## config.mk

```make
export PLATFORM = sky130hd
export DESIGN_NAME = seq_detector_param_flat
export DESIGN_NICKNAME = d
export VERILOG_FILES = /design/src/rtl/seq_detector_param_if.sv /design/src/rtl/seq_detector_param.sv /design/src/flat_wrapper.sv
export SDC_FILE = /design/constraint.sdc
export NUM_CORES = 1
export LEC_CHECK = 0
export CORE_MARGIN = 1
export CORE_UTILIZATION = 48
export CTS_CLUSTER_DIAMETER = 120
export DETAILED_ROUTE_END_ITERATION = 6
export PLACE_DENSITY = 0.82
export SLEW_MARGIN = 30
export SYNTH_ARGS = -nofsm -noshare
export SYNTH_HDL_FRONTEND = slang
export SYNTH_SLANG_ARGS = --single-unit
```

## constraint.sdc

```tcl
create_clock -name clk -period 3.1 [get_ports clk]
set_input_delay 0.93 -clock clk [delete_from_list [all_inputs] [get_ports clk]]
set_output_delay 0.93 -clock clk [all_outputs]
set_load 0.02 [all_outputs]
```

## src/rtl/seq_detector_param_if.sv

```systemverilog
// Serial detector bus: data bit, valid, mode, pattern load, and results.
// master drives the stream and load; slave returns out/match_count/pattern_q.
interface seq_detector_param_if #(
  parameter int N     = 6,
  parameter int CNT_W = 8
) ();
  logic             in;
  logic             in_valid;
  logic             overlap;
  logic             load;
  logic [N-1:0]     load_pattern;
  logic             out;
  logic [CNT_W-1:0] match_count;
  logic [N-1:0]     pattern_q;

  modport master (
    output in, in_valid, overlap,
    output load, load_pattern,
    input  out, match_count, pattern_q
  );

  modport slave (
    input  in, in_valid, overlap,
    input  load, load_pattern,
    output out, match_count, pattern_q
  );
endinterface

```

## src/rtl/seq_detector_param.sv

```systemverilog
// Parametrised serial pattern detector with reload, overlap mode, counter.
// Ports: clk, r (sync active-high reset), bus (slave side of detector bus).
module seq_detector_param #(
  parameter int             N       = 6,
  parameter logic [N-1:0]   PATTERN = 6'b101011,
  parameter int             CNT_W   = 8
) (
  input logic                  clk,
  input logic                  r,
  seq_detector_param_if.slave  bus
);
  localparam int FW = $clog2(N + 1);
  localparam logic [FW-1:0] FULL = FW'(N);

  logic [N-1:0]     hist_q, hist_d;
  logic [FW-1:0]    fill_q, fill_d;
  logic [N-1:0]     pat_q, pat_d;
  logic             out_q, out_d;
  logic [CNT_W-1:0] cnt_q, cnt_d;

  logic [N-1:0]     hist_n;
  logic [FW-1:0]    fill_n;
  logic             match;

  always_comb begin
    hist_n = {hist_q[N-2:0], bus.in};
    fill_n = (fill_q == FULL) ? FULL
                              : fill_q + 1'b1;
    match  = (fill_n == FULL) &&
             (hist_n == pat_q);
  end

  always_comb begin
    hist_d = hist_q;
    fill_d = fill_q;
    pat_d  = pat_q;
    cnt_d  = cnt_q;
    out_d  = 1'b0;
    // load outranks a valid bit; that bit is dropped
    if (bus.load) begin
      pat_d  = bus.load_pattern;
      hist_d = '0;
      fill_d = '0;
      cnt_d  = '0;
    end else if (bus.in_valid) begin
      hist_d = hist_n;
      out_d  = match;
      fill_d = fill_n;
      if (match) begin
        if (cnt_q != '1) begin
          cnt_d = cnt_q + 1'b1;
        end
        // non-overlap: next match needs N fresh bits
        if (!bus.overlap) begin
          fill_d = '0;
        end
      end
    end
  end

  always_ff @(posedge clk) begin
    if (r) begin
      hist_q <= '0;
      fill_q <= '0;
      pat_q  <= PATTERN;
      out_q  <= 1'b0;
      cnt_q  <= '0;
    end else begin
      hist_q <= hist_d;
      fill_q <= fill_d;
      pat_q  <= pat_d;
      out_q  <= out_d;
      cnt_q  <= cnt_d;
    end
  end

  assign bus.out         = out_q;
  assign bus.match_count = cnt_q;
  assign bus.pattern_q   = pat_q;
endmodule

```

## src/flat_wrapper.sv

```systemverilog
// flat-port wrapper written by rule: the top's interface ports become plain ports
module seq_detector_param_flat 
#(
  parameter int             N       = 6,
  parameter logic [N-1:0]   PATTERN = 6'b101011,
  parameter int             CNT_W   = 8
)
  (clk, r, bus_in, bus_in_valid, bus_overlap, bus_load, bus_load_pattern, bus_out, bus_match_count, bus_pattern_q);
  seq_detector_param_if #(.N(N), .CNT_W(CNT_W)) bus_i ();
  input logic clk;
  input logic r;
  input wire logic [$bits(bus_i.in)-1:0] bus_in;
  input wire logic [$bits(bus_i.in_valid)-1:0] bus_in_valid;
  input wire logic [$bits(bus_i.overlap)-1:0] bus_overlap;
  input wire logic [$bits(bus_i.load)-1:0] bus_load;
  input wire logic [$bits(bus_i.load_pattern)-1:0] bus_load_pattern;
  output wire logic [$bits(bus_i.out)-1:0] bus_out;
  output wire logic [$bits(bus_i.match_count)-1:0] bus_match_count;
  output wire logic [$bits(bus_i.pattern_q)-1:0] bus_pattern_q;
  assign bus_i.in = bus_in;
  assign bus_i.in_valid = bus_in_valid;
  assign bus_i.overlap = bus_overlap;
  assign bus_i.load = bus_load;
  assign bus_i.load_pattern = bus_load_pattern;
  assign bus_out = bus_i.out;
  assign bus_match_count = bus_i.match_count;
  assign bus_pattern_q = bus_i.pattern_q;
  seq_detector_param #(.N(N), .PATTERN(PATTERN), .CNT_W(CNT_W)) u_core (.clk(clk), .r(r), .bus(bus_i));
endmodule
```

Yosys cells after proc, flatten, opt, wreduce, memory -nomap -nowiden
Index checks and enable logic that the tools add are counted.
{"block": "op_classes", "reduce_logical": 4, "eq_ne": 4, "n_addsub": 2, "muxes": 3, "bitwise": 1}
{"cell": "$mux W3", "n": 3}
{"cell": "$add A8 B1 Y8 const B", "n": 1}
{"cell": "$ne A8 B8 Y1 const B", "n": 1}
{"cell": "$eq A3 B3 Y1 const B", "n": 2}
{"cell": "$eq A6 B6 Y1", "n": 1}
{"cell": "$add A3 B1 Y3 const B", "n": 1}
{"cell": "$reduce_and A3 Y1", "n": 1}
{"cell": "$reduce_or A3 Y1", "n": 1}
{"cell": "$reduce_or A2 Y1", "n": 1}
{"cell": "$logic_and A1 B1 Y1", "n": 1}
{"cell": "$not A1 Y1", "n": 1}
{"block": "word_totals", "wordCells": 19, "in_bits": 12, "ff_bits": 23, "out_inout_bits": 15}

Logic depth before layout (Yosys ltp)
Gate-level depths: netlist of the first run.
{"block": "depth", "word_depth": 5, "mapped_depth": 8, "mapped_depth_nobuf": 7}

Least setup slack after synthesis of the first run
No wires, ideal clock.
{"block": "synth_timing", "path_type": "input to register", "from": "input bus_in", "to": "register u_core.cnt_q[3], in the netlist u_core.bus.match_count[3]", "arrival_ns": 2.502, "stages": 5, "setup_slack_ns": 0.527, "required_time_ns": 3.029, "path_buffers": 0, "setup_time_ns": 0.071, "path_cell_list": "xor2_1 or3b_1 or4_4 or4_1 a21oi_1"}
{"block": "synth_between", "elab_chain_cells": 3}
{"element": "start: declaration", "line": "flat_wrapper.sv:12", "text": "input wire logic [$bits(bus_i.in)-1:0] bus_in;"}
{"element": "$eq A6 B6 Y1", "line": "seq_detector_param.sv:30", "text": "(hist_n == pat_q);"}
{"element": "$logic_and A1 B1 Y1", "line": "seq_detector_param.sv:29", "text": "match = (fill_n == FULL) &&"}
{"element": "$reduce_and A3 Y1 (no source line)"}
{"element": "end signal: assignment", "line": "seq_detector_param.sv:73", "text": "cnt_q <= cnt_d;"}
{"element": "end: declaration", "line": "seq_detector_param.sv:19", "text": "logic [CNT_W-1:0] cnt_q, cnt_d;"}
Every way passes these cells.
A chain may end at the register's enable or synchronous reset.

Final worst setup path of the first run
Ends and elaborated chain as after synthesis.

==> results of run 1 <==
[cells by family after synthesis]
| logic type | synth area share, % |
|---|---|
| compound gates | 14.2 |
| xor+xnor | 4.72 |
| fa+ha+maj | 3.37 |
| buf+inv | 4.05 |
| flops | 41.4 |
| mux | 8.10 |
| simple gates | 24.2 |
[through the flow]
stage	setup slack, ns	area, sq um	util [%]	cells	TNS (ns)
after floorplan	0.527	1110	-	121	0
after global placement	-0.00466	1400	63.7	171	-0.00921
after detailed placement	-0.0742	1400	63.7	171	-0.198
after CTS	0.248	1420	64.9	175	0
after global routing	0.193	1420	64.9	175	0
final	0.242	1420	64.9	175	0
[synthesized netlist by cell type]
| cell | number |
|---|---|
| a211o_1 | 4 |
| a211oi_1 | 1 |
| a21oi_1 | 9 |
| a22oi_1 | 1 |
| a31oi_1 | 1 |
| and3_1 | 3 |
| and4_1 | 1 |
| and4b_1 | 1 |
| buf_6 | 1 |
| clkbuf_1 | 6 |
| dfxtp_1 | 23 |
| ha_1 | 3 |
| inv_1 | 3 |
| mux2i_1 | 9 |
| nand2_1 | 4 |
| nand2b_1 | 1 |
| nand3_1 | 5 |
| nand4_1 | 1 |
| nor2_1 | 11 |
| nor2b_1 | 4 |
| nor3_1 | 1 |
| nor4_1 | 2 |
| nor4_2 | 1 |
| o211ai_1 | 1 |
| o21ai_0 | 2 |
| o311ai_0 | 1 |
| o31ai_1 | 4 |
| or2_2 | 2 |
| or3_1 | 2 |
| or3_2 | 1 |
| or3b_1 | 1 |
| or4_1 | 4 |
| or4_4 | 1 |
| xnor2_1 | 4 |
| xor2_1 | 2 |
[how the worst max path moves through the flow]
stage	endpoint	slack, ns
after detailed placement	u_core.bus.match_count[3]	-0.07
after floorplan	u_core.bus.match_count[3]	0.53
after global placement	u_core.bus.match_count[4]	-0.005
final	u_core.bus.match_count[3]	0.24
after global routing	u_core.bus.match_count[4]	0.19
after CTS	u_core.bus.match_count[3]	0.25
[state kept, by name (all words and copies together) (netlist names)]
signal                  flops
u_core.bus.match_count      8
u_core.bus.out              1
u_core.bus.pattern_q        6
u_core.fill_q               3
u_core.hist_q               5
[critical path, cell delays in order]
cell             delay, ns
clkdlybuf4s50_1       0.44
xor2_1                0.18
or3b_1                0.38
or4_4                 0.49
or4_1                 0.53
a21oi_1               0.15
[power groups by stage]
| stage | clock (mW) | sequential [mW] | combinational, mW |
|---|---|---|---|
| floorplan | 0 | 0.320 | 0.0282 |
| global placement | 0 | 0.315 | 0.0625 |
| detailed placement | 0 | 0.315 | 0.0643 |
| CTS | 0.139 | 0.309 | 0.0649 |
| global route | 0.154 | 0.310 | 0.0697 |
| finish | 0.135 | 0.309 | 0.0647 |
[area by class of cell]
class	count	area (sq um)	share of cell area, %
inverters	3	11.3	0.792
well taps	28	35.0	2.46
clock buffers	4	26.3	1.85
flip-flops and latches	23	460	32.4
repair buffers	29	283	19.9
multi-input cells	88	607	42.7
[routing by layer]
metal  track usage [%]  up-vias  share of wire, %
li1                  -      491                 -
met3              3.94        4               3.8
met4              9.05        0               1.4
met2              38.0       33                53
met5                 0        -                 0
met1              21.8      492                42
==> impl_metrics.prom, run 1 <==
# TYPE chip_impl_metric gauge
chip_impl_metric{name="tightestPinTransition",unit="ns"} 0.460
chip_impl_metric{name="core_area",unit="sq um"} 2190
chip_impl_metric{name="initial_core_util",unit="%"} 50.8
chip_impl_metric{name="hold_viol_final",unit=""} 0
chip_impl_metric{name="tritoncts_num_sinks",unit=""} 23
chip_impl_metric{name="cts_hold_buffers",unit=""} 0
chip_impl_metric{name="netlist.area_leader.share",unit="%"} 41.4
chip_impl_info{name="result_of_the_run",value="finished clean"} 1
chip_impl_metric{name="synth_fp_nets",unit=""} 136
chip_impl_metric{name="hold-path-cell-count",unit=""} 2
chip_impl_metric{name="synth.distinct_cells",unit=""} 35
chip_impl_metric{name="hpwl",unit="mm"} 1.78
chip_impl_metric{name="floorplan.die.width",unit="um"} 50.1
chip_impl_metric{name="cts_max_path_buffers",unit=""} 2
chip_impl_metric{name="finalWirelength",unit="mm"} 2.33
chip_impl_info{name="synth.area.top_cells",value="dfxtp_1 (41%), mux2i_1 (8.1%), a21oi_1 (4.0%)"} 1
chip_impl_metric{name="grt_remaining_overflow",unit=""} 0
chip_impl_metric{name="power.switching",unit="uW"} 120
chip_impl_info{name="crit_path_end_kind",value="register"} 1
chip_impl_metric{name="area_growth_syn_to_fin",unit="%"} 27.9
chip_impl_info{name="regToRegStartpoint",value="u_core.fill_q[0]"} 1
chip_impl_metric{name="route.detailed.wl_per_inst",unit="um"} 13.3
chip_impl_info{name="rsz0062_at_grt",value="no"} 1
chip_impl_metric{name="cellLeakagePower",unit="nW"} 0.507
chip_impl_metric{name="max_clock_freq",unit="MHz"} 350
chip_impl_metric{name="combinational_cell_fraction_of_total_power",unit="%"} 12.7
chip_impl_info{name="critPathKind",value="in -> reg"} 1
chip_impl_metric{name="drt-pass1-iter-count",unit=""} 4
chip_impl_metric{name="clock_power_share",unit="%"} 26.5
chip_impl_metric{name="mappedNetlistArea",unit="sq um"} 1110
chip_impl_info{name="hold_path_class",value="reg -> reg"} 1
chip_impl_metric{name="ios",unit=""} 27
chip_impl_metric{name="synth.yosys.seq_area_share",unit="%"} 41.4
chip_impl_metric{name="global_router_s_overall_resource_usage",unit="%"} 20.4
chip_impl_metric{name="worst_slew_margin_rel",unit="%"} 69.0
chip_impl_metric{name="final_min_period_over_clock_period",unit="%"} 92.2
chip_impl_metric{name="cts.clk_slew.worst_paths",unit="ns"} 0.12
chip_impl_metric{name="post_route_total_power",unit="uW"} 508
chip_impl_metric{name="worst-path-max-fanout",unit=""} 10
chip_impl_info{name="final_cell_mix",value="clkdlybuf4s50_1 (26), dfxtp_1 (23), nor2_1 (11)"} 1
chip_impl_metric{name="ys.warnings.count",unit=""} 0
chip_impl_metric{name="min_period",unit="ns"} 2.86
chip_impl_info{name="worstSetupStartpointType",value="input port"} 1
chip_impl_info{name="worst_r2r_endpoint",value="u_core.bus.match_count[3]"} 1
chip_impl_metric{name="ys_seq_elements",unit=""} 23
chip_impl_metric{name="via_count_of_the_first_global_routing_pass",unit=""} 951
chip_impl_metric{name="chip_height",unit="um"} 50.1
chip_impl_metric{name="number_of_vias_per_cell",unit=""} 5.83
chip_impl_metric{name="nFillCells",unit=""} 184
chip_impl_metric{name="crit_required",unit="ns"} 3.34
chip_impl_metric{name="maximum_number_of_pins_on_one_net_before_global_route_repair",unit=""} 17
chip_impl_metric{name="layout-drive-gt1-share",unit="%"} 7.48
chip_impl_metric{name="cts_htree_levels",unit=""} 1
chip_impl_metric{name="io_buffer_count",unit=""} 26
chip_impl_metric{name="hold_slack",unit="ns"} 0.499
chip_impl_metric{name="initial_antenna_violation_count",unit=""} 0
chip_impl_metric{name="finish.net_count",unit=""} 163
chip_impl_metric{name="setup-violations-final",unit=""} 0
chip_impl_info{name="cts-root-buf",value="clkbuf_4"} 1
chip_impl_metric{name="cts_resized",unit=""} 0
chip_impl_metric{name="reg2reg_slack",unit="ns"} 0.80
chip_impl_metric{name="starting_drt_drc_count",unit=""} 17
chip_impl_metric{name="drv_slew",unit=""} 0
chip_impl_info{name="cts_tree",value="done"} 1
chip_impl_metric{name="rows",unit=""} 17
chip_impl_info{name="crit_path_start",value="bus_in"} 1
chip_impl_metric{name="peakVddDrop",unit="mV"} 0.284
chip_impl_metric{name="global_route_wire_length_before_repair",unit="mm"} 3.93
chip_impl_metric{name="cell_int_power",unit="uW"} 388
chip_impl_metric{name="post_synth_inst_count",unit=""} 121
chip_impl_metric{name="antennaDiodeCount",unit=""} 0
chip_impl_info{name="hold_path.startpoint",value="u_core.bus.match_count[6]"} 1
chip_impl_metric{name="drc",unit=""} 0
chip_impl_metric{name="clk-insertion-delay-late",unit="ns"} 0.30
chip_impl_metric{name="fin_skew",unit="ns"} 0.00105
chip_impl_info{name="worstHoldEndpoint",value="u_core.bus.match_count[6]"} 1
chip_impl_metric{name="max_cap_viol_count",unit=""} 0
chip_impl_metric{name="post_synth.cell_area_avg",unit="sq um"} 9.19
chip_impl_metric{name="cts.repair_timing.setup_buffer_count",unit=""} 0
chip_impl_metric{name="seq_power_share",unit="%"} 60.8
chip_impl_metric{name="arrival",unit="ns"} 3.10
chip_impl_metric{name="drtAntennaViolNets",unit=""} 0
chip_impl_metric{name="cts_inserted_buffers",unit=""} 3
chip_impl_metric{name="full_die_area",unit="sq um"} 2510
chip_impl_metric{name="reg2regPathDepth",unit=""} 7
chip_impl_metric{name="detailroute.via_count",unit=""} 1020
chip_impl_metric{name="finalWeightedCongestion",unit=""} 0.788
chip_impl_metric{name="swShare",unit="%"} 23.6
chip_impl_info{name="layout.cells.most_common",value="clkdlybuf4s50_1"} 1
chip_impl_info{name="yosysTopAreaCell",value="dfxtp_1"} 1
chip_impl_metric{name="power.density",unit="nW/um^2"} 357
Note: power is estimated with default switching activity, not from simulation.
==> inputs of run 2 (changes only) <==
--- a/config.mk
+++ b/config.mk
@@ -6,10 +6,9 @@
 export NUM_CORES = 1
 export LEC_CHECK = 0
 export CORE_MARGIN = 1
-export CORE_UTILIZATION = 48
+export CORE_UTILIZATION = 31
 export CTS_CLUSTER_DIAMETER = 120
 export DETAILED_ROUTE_END_ITERATION = 6
-export PLACE_DENSITY = 0.82
 export SLEW_MARGIN = 30
 export SYNTH_ARGS = -nofsm -noshare
 export SYNTH_HDL_FRONTEND = slang
==> impl_metrics.prom, run 2 (same netlist as run 1, synthesis figures left out) <==
# TYPE chip_impl_metric gauge
chip_impl_metric{name="reg2regPathDepth",unit=""} 7
chip_impl_metric{name="cts_hold_buffers",unit=""} 0
chip_impl_metric{name="clk-insertion-delay-late",unit="ns"} 0.31
chip_impl_metric{name="cp_slowest_stage_delay",unit="ns"} 0.52
chip_impl_metric{name="route.detailed.wl_per_inst",unit="um"} 12.5
chip_impl_info{name="layout.cells.most_common",value="clkdlybuf4s50_1"} 1
chip_impl_metric{name="full_die_area",unit="sq um"} 3830
chip_impl_metric{name="max_cap_viol_count",unit=""} 0
chip_impl_metric{name="hold-path-cell-count",unit=""} 2
chip_impl_metric{name="starting_drt_drc_count",unit=""} 54
chip_impl_metric{name="cts_inserted_buffers",unit=""} 3
chip_impl_metric{name="finalWeightedCongestion",unit=""} 0.825
chip_impl_metric{name="core_area",unit="sq um"} 3390
chip_impl_metric{name="max_clock_freq",unit="MHz"} 351
chip_impl_info{name="regToRegStartpoint",value="u_core.fill_q[0]"} 1
chip_impl_metric{name="nFillCells",unit=""} 327
chip_impl_metric{name="critical_path_cell_count",unit=""} 6
chip_impl_metric{name="maximum_number_of_pins_on_one_net_before_global_route_repair",unit=""} 17
chip_impl_metric{name="cts.clk_slew.worst_paths",unit="ns"} 0.12
chip_impl_metric{name="cts_max_path_buffers",unit=""} 2
chip_impl_metric{name="global_router_s_overall_resource_usage",unit="%"} 13.9
chip_impl_metric{name="drtAntennaViolNets",unit=""} 0
chip_impl_metric{name="area_growth_syn_to_fin",unit="%"} 30.7
chip_impl_metric{name="number_of_flip_flops_in_the_largest_register",unit=""} 8
chip_impl_metric{name="crit_required",unit="ns"} 3.34
chip_impl_metric{name="peakVddDrop",unit="mV"} 0.315
chip_impl_metric{name="io_buffer_count",unit=""} 26
chip_impl_metric{name="setup_tns",unit="ns"} 0
chip_impl_metric{name="post_route_total_power",unit="uW"} 512
chip_impl_info{name="crit_path_end_kind",value="register"} 1
chip_impl_metric{name="worst_slew_margin_rel",unit="%"} 67.2
chip_impl_metric{name="rows",unit=""} 21
chip_impl_info{name="hold_path_class",value="reg -> reg"} 1
chip_impl_info{name="cp_top_family",value="simple AND/OR/NAND/NOR gates"} 1
chip_impl_metric{name="min_period",unit="ns"} 2.85
chip_impl_info{name="critPathKind",value="in -> reg"} 1
chip_impl_metric{name="ios",unit=""} 27
chip_impl_metric{name="arrival",unit="ns"} 3.10
chip_impl_info{name="hold_path.startpoint",value="u_core.bus.match_count[6]"} 1
chip_impl_metric{name="via_count_of_the_first_global_routing_pass",unit=""} 915
chip_impl_metric{name="tritoncts_num_sinks",unit=""} 23
chip_impl_metric{name="number_of_vias_per_cell",unit=""} 5.12
chip_impl_metric{name="drt-pass1-iter-count",unit=""} 4
chip_impl_info{name="final_cell_mix",value="clkdlybuf4s50_1 (26), dfxtp_1 (23), nor2_1 (11)"} 1
chip_impl_metric{name="setup-violations-final",unit=""} 0
chip_impl_metric{name="finish.net_count",unit=""} 164
chip_impl_metric{name="global_route_wire_length_before_repair",unit="mm"} 3.99
chip_impl_info{name="cts_tree",value="done"} 1
chip_impl_metric{name="detailroute.via_count",unit=""} 994
chip_impl_metric{name="layout.core_utilization",unit="%"} 42.9
chip_impl_metric{name="drc",unit=""} 0
chip_impl_metric{name="placed_cell_area",unit="sq um"} 1430
chip_impl_metric{name="finalInstanceArea",unit="sq um"} 1450
chip_impl_metric{name="power.density",unit="nW/um^2"} 352
chip_impl_info{name="rsz0062_at_grt",value="no"} 1
chip_impl_metric{name="finalWirelength",unit="mm"} 2.42
chip_impl_info{name="crit_path_cell_trace",value="clkdlybuf4s50_1, xor2_1, or3b_1, or4_4, or4_1, a21oi_1"} 1
chip_impl_metric{name="critPathBufInv",unit=""} 1
chip_impl_metric{name="fin_skew",unit="ns"} 0.00380
chip_impl_metric{name="chip_height",unit="um"} 61.9
chip_impl_metric{name="hpwl",unit="mm"} 1.84
chip_impl_metric{name="floorplan.die.width",unit="um"} 61.9
chip_impl_metric{name="layout-drive-gt1-share",unit="%"} 8.78
chip_impl_info{name="cts-root-buf",value="clkbuf_4"} 1
chip_impl_info{name="crit_path_top_delay_cell",value="or4_1"} 1
chip_impl_info{name="crit_path_start",value="bus_in"} 1
chip_impl_metric{name="cellLeakagePower",unit="nW"} 0.515
chip_impl_metric{name="cts_resized",unit=""} 0
chip_impl_metric{name="cts.repair_timing.setup_buffer_count",unit=""} 0
chip_impl_metric{name="tightestPinTransition",unit="ns"} 0.487
chip_impl_metric{name="initial_antenna_violation_count",unit=""} 0
chip_impl_metric{name="grt_remaining_overflow",unit=""} 0
chip_impl_info{name="result_of_the_run",value="finished clean"} 1
chip_impl_metric{name="final_min_period_over_clock_period",unit="%"} 92.0
chip_impl_metric{name="worst-path-max-fanout",unit=""} 9
chip_impl_metric{name="cts_htree_levels",unit=""} 1
chip_impl_metric{name="initial_core_util",unit="%"} 32.8
chip_impl_metric{name="antennaDiodeCount",unit=""} 0
chip_impl_info{name="worstSetupStartpointType",value="input port"} 1
chip_impl_metric{name="hold_viol_final",unit=""} 0
chip_impl_metric{name="drv_slew",unit=""} 0
## run 2: per-stage QoR
step / worst slack [ns] / hold slack, ns / instances
finish: 0.248 / 0.508 / 194
global route: 0.162 / 0.545 / 194
CTS: 0.262 / 0.511 / 194
detailed placement: -0.0724 / 0.493 / 190
global placement: -0.0140 / 0.472 / 190
floorplan: 0.527 / 0.467 / 121
## run 2: per-layer routing
layer  wire, um  up-vias  GRT usage [%]
met5          0        -              0
met4          0        0           1.59
met3        111        0           4.35
met2       1180       29           24.4
met1       1140      467           17.2
li1           -      498              -
## run 2: final timing paths
path	end	slack (ns)
setup / recovery	u_core.bus.match_count[4]	0.25
hold / removal	u_core.bus.match_count[6]	0.51
setup reg to reg	u_core.bus.match_count[4]	0.81
hold reg to reg	u_core.bus.match_count[6]	0.51
## run 2: worst reg2reg max path, stage by stage (launching register included)
cell	delay, ns
dfxtp_1	0.41
inv_1	0.06
ha_1	0.28
inv_1	0.07
o211ai_1	0.12
or4_4	0.60
or4_1	0.52
a21oi_1	0.16
## run 2: final cells by class
| type | instances | area (sq um) | area share, % |
|---|---|---|---|
| multi-input combinational | 88 | 607 | 41.7 |
| sequential | 23 | 460 | 31.7 |
| timing repair buffer | 30 | 290 | 20.0 |
| tap | 46 | 57.6 | 3.96 |
| clock buffer | 3 | 22.5 | 1.55 |
| inverter | 3 | 11.3 | 0.775 |
| clock inverter | 1 | 5.00 | 0.344 |
## run 2: power by group
| group | internal (mW) | switching [mW] | total (mW) |
|---|---|---|---|
| combinational | 0.0362 | 0.0285 | 0.0647 |
| sequential | 0.302 | 0.00707 | 0.309 |
| clock | 0.0482 | 0.0894 | 0.138 |
==> inputs of run 3 (changes only) <==
--- a/config.mk
+++ b/config.mk
@@ -9,6 +9,7 @@
 export CORE_UTILIZATION = 31
 export CTS_CLUSTER_DIAMETER = 120
 export DETAILED_ROUTE_END_ITERATION = 6
+export SKIP_LAST_GASP = 1
 export SLEW_MARGIN = 30
 export SYNTH_ARGS = -nofsm -noshare
 export SYNTH_HDL_FRONTEND = slang
==> results of run 3 <==
Same layout as run 2: the final DEF is identical, and so are final timing and power.
